<file path="src/rtl/muldiv_unit.sv">
// Iterative radix-2 multiply/divide unit owning the HI/LO registers.
// Optional MADD/MSUB accumulate ops are enabled by defining MULDIV_ACC_EN.
module muldiv_unit #(
    parameter int unsigned WIDTH = 32,
    parameter int unsigned CNT_W = $clog2(WIDTH + 1)
) (
    input  logic             clk,
    input  logic             reset,
    input  logic             start,
    input  logic [2:0]       op,
    input  logic [WIDTH-1:0] a,
    input  logic [WIDTH-1:0] b,
    output logic             busy,
    output logic             done,
    output logic             div_zero,
    output logic [WIDTH-1:0] hi,
    output logic [WIDTH-1:0] lo
);

    localparam int unsigned DW = 2 * WIDTH;

    localparam logic [1:0] S_IDLE = 2'd0;
    localparam logic [1:0] S_RUN  = 2'd1;
    localparam logic [1:0] S_FIX  = 2'd2;

    localparam logic [2:0] OP_MULT  = 3'd0;
    localparam logic [2:0] OP_MULTU = 3'd1;
    localparam logic [2:0] OP_DIV   = 3'd2;
    localparam logic [2:0] OP_DIVU  = 3'd3;
    localparam logic [2:0] OP_MTHI  = 3'd4;
    localparam logic [2:0] OP_MTLO  = 3'd5;
`ifdef MULDIV_ACC_EN
    localparam logic [2:0] OP_MADD  = 3'd6;
    localparam logic [2:0] OP_MSUB  = 3'd7;
`endif

    logic [1:0]       state_q, state_d;
    logic [CNT_W-1:0] cnt_q, cnt_d;
    logic [DW-1:0]    part_q, part_d;
    logic [WIDTH-1:0] opnd_q, opnd_d;
    logic [2:0]       op_q, op_d;
    logic             neg_q, neg_d;
    logic             rneg_q, rneg_d;
    logic [WIDTH-1:0] hi_q, hi_d;
    logic [WIDTH-1:0] lo_q, lo_d;
    logic             busy_q, busy_d;
    logic             done_q, done_d;
    logic             dz_q, dz_d;

    logic             acc_op, mul_op, div_op, sgn_op, a_neg, b_neg;
    logic [WIDTH-1:0] abs_a, abs_b;
    logic             run_div;
    logic [WIDTH:0]   mul_sum;
    logic [DW-1:0]    mul_next;
    logic [WIDTH:0]   div_shift;
    logic             div_ge;
    logic [WIDTH-1:0] div_sub, div_rem;
    logic [DW-1:0]    div_next;
    logic [DW-1:0]    prod_fix;
    logic [WIDTH-1:0] quo_fix, rem_fix;

    // Request decode and operand magnitudes
    always_comb begin
`ifdef MULDIV_ACC_EN
        acc_op = (op == OP_MADD) || (op == OP_MSUB);
`else
        acc_op = 1'b0;
`endif
        mul_op = (op == OP_MULT) || (op == OP_MULTU) || acc_op;
        div_op = (op == OP_DIV) || (op == OP_DIVU);
        sgn_op = (op == OP_MULT) || (op == OP_DIV) || acc_op;
        a_neg  = sgn_op & a[WIDTH-1];
        b_neg  = sgn_op & b[WIDTH-1];
        abs_a  = a_neg ? (~a + WIDTH'(1)) : a;
        abs_b  = b_neg ? (~b + WIDTH'(1)) : b;
    end

    // One shift-add (multiply) or restoring (divide) step on part_q
    always_comb begin
        run_div   = (op_q == OP_DIV) || (op_q == OP_DIVU);
        mul_sum   = {1'b0, part_q[DW-1:WIDTH]} + (part_q[0] ? {1'b0, opnd_q} : {(WIDTH+1){1'b0}});
        mul_next  = {mul_sum, part_q[WIDTH-1:1]};
        div_shift = part_q[DW-1:WIDTH-1];
        div_ge    = div_shift >= {1'b0, opnd_q};
        div_sub   = div_shift[WIDTH-1:0] - opnd_q;
        div_rem   = div_ge ? div_sub : div_shift[WIDTH-1:0];
        div_next  = {div_rem, part_q[WIDTH-2:0], div_ge};
    end

    // Sign correction of the finished magnitudes; b==0 forces an all-ones quotient
    always_comb begin
        prod_fix = neg_q ? (~part_q + DW'(1)) : part_q;
        if (opnd_q == '0) begin
            quo_fix = '1;
        end else begin
            quo_fix = neg_q ? (~part_q[WIDTH-1:0] + WIDTH'(1)) : part_q[WIDTH-1:0];
        end
        rem_fix = rneg_q ? (~part_q[DW-1:WIDTH] + WIDTH'(1)) : part_q[DW-1:WIDTH];
    end

    // Next-state and register update logic
    always_comb begin
        state_d = state_q;
        cnt_d   = cnt_q;
        part_d  = part_q;
        opnd_d  = opnd_q;
        op_d    = op_q;
        neg_d   = neg_q;
        rneg_d  = rneg_q;
        hi_d    = hi_q;
        lo_d    = lo_q;
        busy_d  = busy_q;
        done_d  = 1'b0;
        dz_d    = dz_q;

        case (state_q)
            S_IDLE: begin
                if (start) begin
                    if (mul_op || div_op) begin
                        part_d  = div_op ? {{WIDTH{1'b0}}, abs_a} : {{WIDTH{1'b0}}, abs_b};
                        opnd_d  = div_op ? abs_b : abs_a;
                        neg_d   = a_neg ^ b_neg;
                        rneg_d  = a_neg;
                        op_d    = op;
                        cnt_d   = '0;
                        busy_d  = 1'b1;
                        state_d = S_RUN;
                        if (div_op) begin
                            dz_d = 1'b0;
                        end
                    end else if (op == OP_MTHI) begin
                        hi_d = a;
                    end else if (op == OP_MTLO) begin
                        lo_d = a;
                    end
                end
            end
            S_RUN: begin
                part_d = run_div ? div_next : mul_next;
                cnt_d  = cnt_q + CNT_W'(1);
                if (cnt_q == CNT_W'(WIDTH - 1)) begin
                    state_d = S_FIX;
                end
            end
            S_FIX: begin
                case (op_q)
                    OP_MULT, OP_MULTU: {hi_d, lo_d} = prod_fix;
                    OP_DIV, OP_DIVU: begin
                        hi_d = rem_fix;
                        lo_d = quo_fix;
                        dz_d = (opnd_q == '0);
                    end
`ifdef MULDIV_ACC_EN
                    OP_MADD: {hi_d, lo_d} = {hi_q, lo_q} + prod_fix;
                    OP_MSUB: {hi_d, lo_d} = {hi_q, lo_q} - prod_fix;
`endif
                    default: ;
                endcase
                cnt_d   = '0;
                busy_d  = 1'b0;
                done_d  = 1'b1;
                state_d = S_IDLE;
            end
            default: begin
                busy_d  = 1'b0;
                state_d = S_IDLE;
            end
        endcase
    end

    always_ff @(posedge clk) begin
        if (reset) begin
            state_q <= S_IDLE;
            cnt_q   <= '0;
            part_q  <= '0;
            opnd_q  <= '0;
            op_q    <= '0;
            neg_q   <= 1'b0;
            rneg_q  <= 1'b0;
            hi_q    <= '0;
            lo_q    <= '0;
            busy_q  <= 1'b0;
            done_q  <= 1'b0;
            dz_q    <= 1'b0;
        end else begin
            state_q <= state_d;
            cnt_q   <= cnt_d;
            part_q  <= part_d;
            opnd_q  <= opnd_d;
            op_q    <= op_d;
            neg_q   <= neg_d;
            rneg_q  <= rneg_d;
            hi_q    <= hi_d;
            lo_q    <= lo_d;
            busy_q  <= busy_d;
            done_q  <= done_d;
            dz_q    <= dz_d;
        end
    end

    assign busy     = busy_q;
    assign done     = done_q;
    assign div_zero = dz_q;
    assign hi       = hi_q;
    assign lo       = lo_q;

endmodule

</file>
<file path="config.mk">
export PLATFORM = sky130hd
export DESIGN_NAME = muldiv_unit
export DESIGN_NICKNAME = d
export VERILOG_FILES = /design/src/rtl/muldiv_unit.sv
export SDC_FILE = /design/constraint.sdc
export NUM_CORES = 1
export LEC_CHECK = 0
export CAP_MARGIN = 20
export CORE_UTILIZATION = 40
export DETAILED_ROUTE_END_ITERATION = 10
export PLACE_DENSITY = 0.56
export SLEW_MARGIN = 20
export SYNTH_ARGS = -nofsm -noshare
export SYNTH_HDL_FRONTEND = slang
export SYNTH_SLANG_ARGS = --single-unit
</file>
<file path="constraint.sdc">
create_clock -name clk -period 3.76 [get_ports clk]
set_input_delay 0.94 -clock clk [delete_from_list [all_inputs] [get_ports clk]]
set_output_delay 0.94 -clock clk [all_outputs]
set_load 0.02 [all_outputs]
</file>
======== Word-level counts from Yosys, hierarchy flattened ========
Cells that the tools add are included.
word-level totals
  flip-flop bits (word level) ............. 176
  bits in latches ......................... 0
  bits in writable memories ............... 0
  ROM bits ................................ 0
  output and inout bits ................... 67
  memories ................................ 0
operators by class
  add/subtract/negate cells ............... 8
  multipliers ............................. 0
  div/mod/pow operators ................... 0
  $lt $le $gt $ge ......................... 1
  equality and inequality tests ........... 21
  shift operators ......................... 0
  multiplexer cells ....................... 41
  bitwise gates (word level) .............. 9
  reductions and logical operators ........ 22
operator list
  operator               count
  $mux 32                16
  $mux 64                4
  $pmux 32 s2            4
  $add 32x1->32 const B  4
  $not 32->32            4
  $pmux 64 s2            1
  $add 64x1->64 const B  1
  $not 64->64            1
  $add 32x32->33         1
  $ge 33x32->1           1
  $logic_not 32->1       1
  $sub 32x32->32         1
  $ne 2x2->1 const B     9
  $pmux 6 s3             1
  $reduce_and 3->1       5
  $eq 3x2->1 const B     4
  $mux 6                 2
  $reduce_and 5->1       2
  $mux 1                 7
  $add 6x1->6 const B    1
  $eq 3x1->1 const B     2
  $eq 3x3->1 const B     2
  $eq 6x5->1 const B     1
  $logic_not 3->1        2
  other kinds (15)       25

======== Longest topological paths before layout ========
Gate-level depths: netlist of the first run.
  word-level depth ........................ 8
  mapped depth ............................ 14
  gate-level depth less buffers ........... 13

======== Worst setup path before layout of the first run ========
Ideal clock, no wire load.
  path type ............................... input-to-reg
  start ................................... input b[11]
  end ..................................... register part_q[28]
  setup time .............................. 70 ps
  data arrival time ....................... 3227 ps
  required time ........................... 3690 ps
  setup slack ............................. 462 ps
  stages .................................. 9
  cell sequence ........................... or4_1 > nor4_2 > nor3b_1 > nand3_1 > o31ai_1 > xnor2_1 > nor2_1 > or4_1 > a21oi_1
between the ends
  word-level cells in the longest chain between the ends .. 7
RTL lines
  item                    line  RTL
  start: declaration      12    input logic [WIDTH-1:0] b,
  $not 32->32             75    abs_b = b_neg ? (~b + WIDTH'(1)) : b;
  $add 32x1->32           75
  $mux 32                 75
  $mux 32                 120   part_d = div_op ? {{WIDTH{1'b0}}, abs_a} : {{WIDTH{1'b0}}, abs_b};
  $mux 64                 119   if (mul_op || div_op) begin
  $mux 64                 118   if (start) begin
  $pmux 64 s2             116   case (state_q)
  end signal: assignment  188   part_q <= part_d;
  end: declaration        39    logic [DW-1:0] part_q, part_d;
No other way between the ends. The select of a mux whose other input is x is not followed.
A chain may end at the register's enable or synchronous reset.

======== Worst setup path after layout of the first run ========
  start ................................... register part_q[0]
  end ..................................... register part_q[61]
between the ends
  word-level cells in the longest chain between the ends .. 4
RTL lines
  item            line  RTL
  $mux 32         81    mul_sum = {1'b0, part_q[DW-1:WIDTH]} + (part_q[0] ? {1'b0, opnd_q} : {(WIDTH+1){1'b0}});
  $add 32x32->33  81
  $mux 64         139   part_d = run_div ? div_next : mul_next;
  $pmux 64 s2     116
No other way between the ends.

==> results_tabular.tex, run 1 <==
\begin{tabular}{lr}
\hline
Metric & Value \\
\hline
\multicolumn{2}{l}{\textbf{Synth}} \\
\quad Count leader, synth & nand2\_1 \\
\quad Synth Cell Area & 14940 um\^{}2 \\
\quad Xor/xnor share of the synthesized area & 10.20\% \\
\quad Mux share of post-synthesis cell area & 2.295\% \\
\quad Synth Register Bits & 175 \\
\quad Average footprint of a synthesized cell & 7.185 um\^{}2 \\
\quad Area leader, netlist & dfxtp\_1 \\
\quad Async set-or-reset flop fraction in the synthesized netlist & 0\% \\
\quad Area fraction in and, or, nand and nor cells after synthesis & 23.05\% \\
\quad Complex-gate fraction of the synthesized area & 28.88\% \\
\quad Part of the Yosys area used for sequential elements & 23.45\% \\
\quad Dominant combinational cell family by area after synthesis & compound AO/OA/AOI/OAI gates \\
\quad Syn nets & 2223 \\
\quad Number of flops mapped to enable cells by yosys & 0 \\
\quad Gate Count Post-Synth & 2079 \\
\quad Synthesized-area fraction occupied by adder cells & 6.299\% \\
\quad Distinct cell type count of the synthesized netlist & 82 \\
\quad Top\_reg\_cell synth & dfxtp\_1 \\
\quad Synth top cells by count & nand2\_1 (265), nor2\_1 (234), a21oi\_1 (197) \\
\quad Top cell type's share of synthesized area & 23.45\% \\
\quad Cell types occupying the most area after synthesis & dfxtp\_1 (23\%), nand2\_1 (6.7\%), a21oi\_1 (6.6\%) \\
\quad Number of warnings reported in the yosys synthesis log & 0 \\
\multicolumn{2}{l}{\textbf{STA}} \\
\quad Number of endpoints failing setup at the final stage & 0 \\
\quad Slew at the pin closest to its max-slew limit & 0.9214 ns \\
\quad Worst clock skew on the final layout & 0.01795 ns \\
\quad Hold Vio Cnt, Final & 0 \\
\quad Max-slew headroom & 38.00\% \\
\quad Achievable clock frequency & 0.2841 GHz \\
\quad Fin crit share & 93.61\% \\
\quad Final Max Tran Viols & 0 \\
\quad Setup repair after global routing missed its margin & false \\
\quad Hold Slack & 0.4542 ns \\
\quad Fin crit period & 3.520 ns \\
\quad Final WS setup & 0.2401 ns \\
\multicolumn{2}{l}{\textbf{Finish}} \\
\quad Area of combinational cells with multiple inputs & 10620 um\^{}2 \\
\quad Count of filler cells inserted in the layout & 3677 \\
\quad Synthesis-to-finish area growth & 21.54\% \\
\quad Fraction of final layout cells sized beyond drive strength 1 & 10.27\% \\
\quad Nets & 2391 \\
\quad Design Area, Final & 18150 um\^{}2 \\
\quad ANT cells & 0 \\
\quad Post-Layout Cell Count & 2727 \\
\quad Flip-flop and latch area & 3503 um\^{}2 \\
\multicolumn{2}{l}{\textbf{Floorplanning}} \\
\quad Starting density of the core & 40.70\% \\
\quad Area of the die & 38120 um\^{}2 \\
\quad Cell Rows & 70 \\
\quad Die Y-Extent & 195.2 um \\
\quad Standard cell core area & 36700 um\^{}2 \\
\quad Count of pins on the block boundary & 137 \\
\quad Die W & 195.2 um \\
\multicolumn{2}{l}{\textbf{Clock network}} \\
\quad TritonCTS clock tree & yes \\
\quad Number of buffers inserted by hold repair at cts & 0 \\
\quad Later-pin clock latency in the skew report & 0.46 ns \\
\quad Worst-path clk slew & 0.08 ns \\
\quad CTS Root Cell & clkbuf\_16 \\
\quad Number of H-tree levels & 4 \\
\quad Total clock buffers created by CTS & 17 \\
\quad Clk buf depth & 2 \\
\quad Post-CTS setup buffer count & 0 \\
\quad Sink count of the clock tree & 175 \\
\quad Total of cells resized after clock tree synthesis & 0 \\
\multicolumn{2}{l}{\textbf{Worst setup path}} \\
\quad Critical path required time & 4.12 ns \\
\quad Crit path kind & flip-flop to flip-flop \\
\quad Worst-path fanout max & 18 \\
\quad CP Data Arrival Time & 3.88 ns \\
\quad Crit path top cell by count & nor2\_1 \\
\quad Largest stage delay, worst path & 0.48 ns \\
\quad Count of cells along the worst register-to-register path & 13 \\
\quad CP startpoint kind & flip-flop \\
\quad Type of element capturing the critical path & flip-flop \\
\quad Reg-to-Reg Start & part\_q[0] \\
\quad Cells traversed along the worst timing path & inv\_1 -> buf\_12 -> nor2\_1 -> ha\_1 -> nor2b\_1 -> o2111ai\_1 -> nand3\_1 -> a31oi\_1 -> o21ai\_0 -> a21oi\_1 -> nor2\_1 -> or4\_1 -> a32o\_1 \\
\quad Destination of the worst register-to-register timing path & part\_q[61] \\
\quad Setup slack of the most critical reg-to-reg path & 0.24 ns \\
\quad Max stage delay cell, worst path & dfxtp\_1 \\
\multicolumn{2}{l}{\textbf{Global routing}} \\
\quad Combined global-route utilization of all metal layers & 32.71\% \\
\quad Global-route wire length before repair & 94400 um \\
\quad Global route total overflow & 0 \\
\quad Pin count of the biggest net entering global routing & 106 \\
\quad GR Util met1 & 45.63\% \\
\quad Number of antenna violations at the first check in global routing & 0 \\
\quad Grt met3 use & 4.750\% \\
\quad Busiest layer in global routing & met2 \\
\quad Global-route met2 utilization & 50.24\% \\
\quad Vias in the first global route & 15422 \\
\multicolumn{2}{l}{\textbf{Place}} \\
\quad Cell area after placement & 17580 um\^{}2 \\
\quad Placer Congestion & 0.9694 \\
\quad Setup Slack @ Placement & -0.1268 ns \\
\quad I/O Buffers & 136 \\
\quad Placed Instances & 2696 \\
\quad Post-detail-place hpwl & 50120 um \\
\multicolumn{2}{l}{\textbf{Min path}} \\
\quad End point of the worst hold path & lo[31] \\
\quad Class of the worst hold path & flip-flop to flip-flop \\
\quad Hold path startpoint & lo[31] \\
\quad Number of cells on the worst hold path & 2 \\
\multicolumn{2}{l}{\textbf{Power}} \\
\quad Overall power consumption & 5.653 mW \\
\quad Power per standard cell area & 311.4 nW/um\^{}2 \\
\quad Largest vdd supply drop & 0.0003416 V \\
\quad Static leakage & 7.028 nW \\
\multicolumn{2}{l}{\textbf{Outcome}} \\
\quad Outcome & completed \\
\multicolumn{2}{l}{\textbf{Detailed routing}} \\
\quad Initial detailed-routing violation count & 1788 \\
\quad Via count normalized by instance count & 6.107 \\
\quad Wire length after detailed routing & 63130 um \\
\quad \# DRC & 0 \\
\quad Vias after detailed routing & 16653 \\
\quad Post-detailed-route count of antenna-violating nets & 0 \\
\quad Routed len/inst & 23.15 um \\
\quad Detailed-router iteration count before antenna repair & 5 \\
\multicolumn{2}{l}{\textbf{Flow run}} \\
\quad Maximum capacitance violations & 0 \\
\hline
\end{tabular}
placed cells by master, fill, tap and decap left out, types with 24 or more instances in the layout:
cell type and count:
a21oi_1 195, mux2i_1 32, a31oi_1 24, o21ai_0 106, a21o_1 25, nand3_1 39
a211oi_1 90, buf_4 154, nor3_1 48, ha_1 70, xor2_1 85, nand2_1 265
xnor2_1 89, dfxtp_1 175, o211ai_1 43, clkdlybuf4s50_1 135, inv_1 72, o31ai_1 30
nor2_1 233
metal layers:
layer | vias up | part of all wire [%]
li1 | 7865 | -
met1 | 7931 | 46
met2 | 772 | 43
met3 | 85 | 8.0
met4 | 0 | 3.8
met5 | - | 0
worst max-delay path by stage:
| stage | slack (ns) | end | depth (start not counted) | from |
|---|---|---|---|---|
| 6_report | 0.24 | part_q[61] | 13 | part_q[0] |
| 5_1_grt | 0.02 | part_q[62] | 13 | part_q[0] |
| 4_1_cts | 0.19 | part_q[60] | 13 | part_q[31] |
| 3_5_place_dp | -0.13 | part_q[28] | 10 | b[12] |
| 3_3_place_gp | -0.09 | part_q[28] | 10 | b[12] |
| 2_1_floorplan | 0.46 | part_q[28] | 9 | b[11] |
kinds of logic (layout without fill, tap and decap cells):
logic type,Yosys count,in the layout
AOI/OAI and AO/OA,660,660
xor gates and xnor gates,174,174
adders and majority gates,74,74
buffers and inverters,219,399
DFF,175,175
muxes,34,34
and+or+nand+nor,743,743
power by group:
part,switching [mW],leakage (nW),internal [mW]
registers,0.119,1.42,1.95
logic,1.09,5.33,0.711
clock network,0.852,0.274,0.932
critical path: cells and delay by family (launching register included):
kind	cells	cell delay [ns]
buffers and inverters	2	0.31
adders and majority gates	1	0.28
DFF	1	0.48
and+or+nand+nor	5	0.95
AOI/OAI and AO/OA	5	1.40
layout make-up:
class                   count  share of cell area [%]
repair buffers            294                   14.36
flip-flops and latches    175                   19.30
multi-input cells        1685                   58.52
inverters                  74                   1.530
well taps                 468                   3.226
clock inverters            12                  0.6272
clock buffers              19                   2.440
through the flow:
stage / TNS [ns] / util [%]
floorplan: 0 / -
global placement: -0.1189 / 47.91
detailed placement: -0.2584 / 47.91
CTS: 0 / 49.42
global route: 0 / 49.47
finish: 0 / 49.47
state kept, by name, summed over array words and instances, names as in the netlist, 2 cells and up:
signal and cells:
hi 32, cnt_q 6, op_q 2, lo 32, opnd_q 32, state_q 2, part_q 64
(Power assumes the default switching activity.)
==> run 2, diff against run 1 <==
--- a/config.mk
+++ b/config.mk
@@ -5,7 +5,6 @@
 export SDC_FILE = /design/constraint.sdc
 export NUM_CORES = 1
 export LEC_CHECK = 0
-export CAP_MARGIN = 20
 export CORE_UTILIZATION = 40
 export DETAILED_ROUTE_END_ITERATION = 10
 export PLACE_DENSITY = 0.56
==> results of run 2 <==
The final DEF is identical to that of run 1; final timing and power are the same.
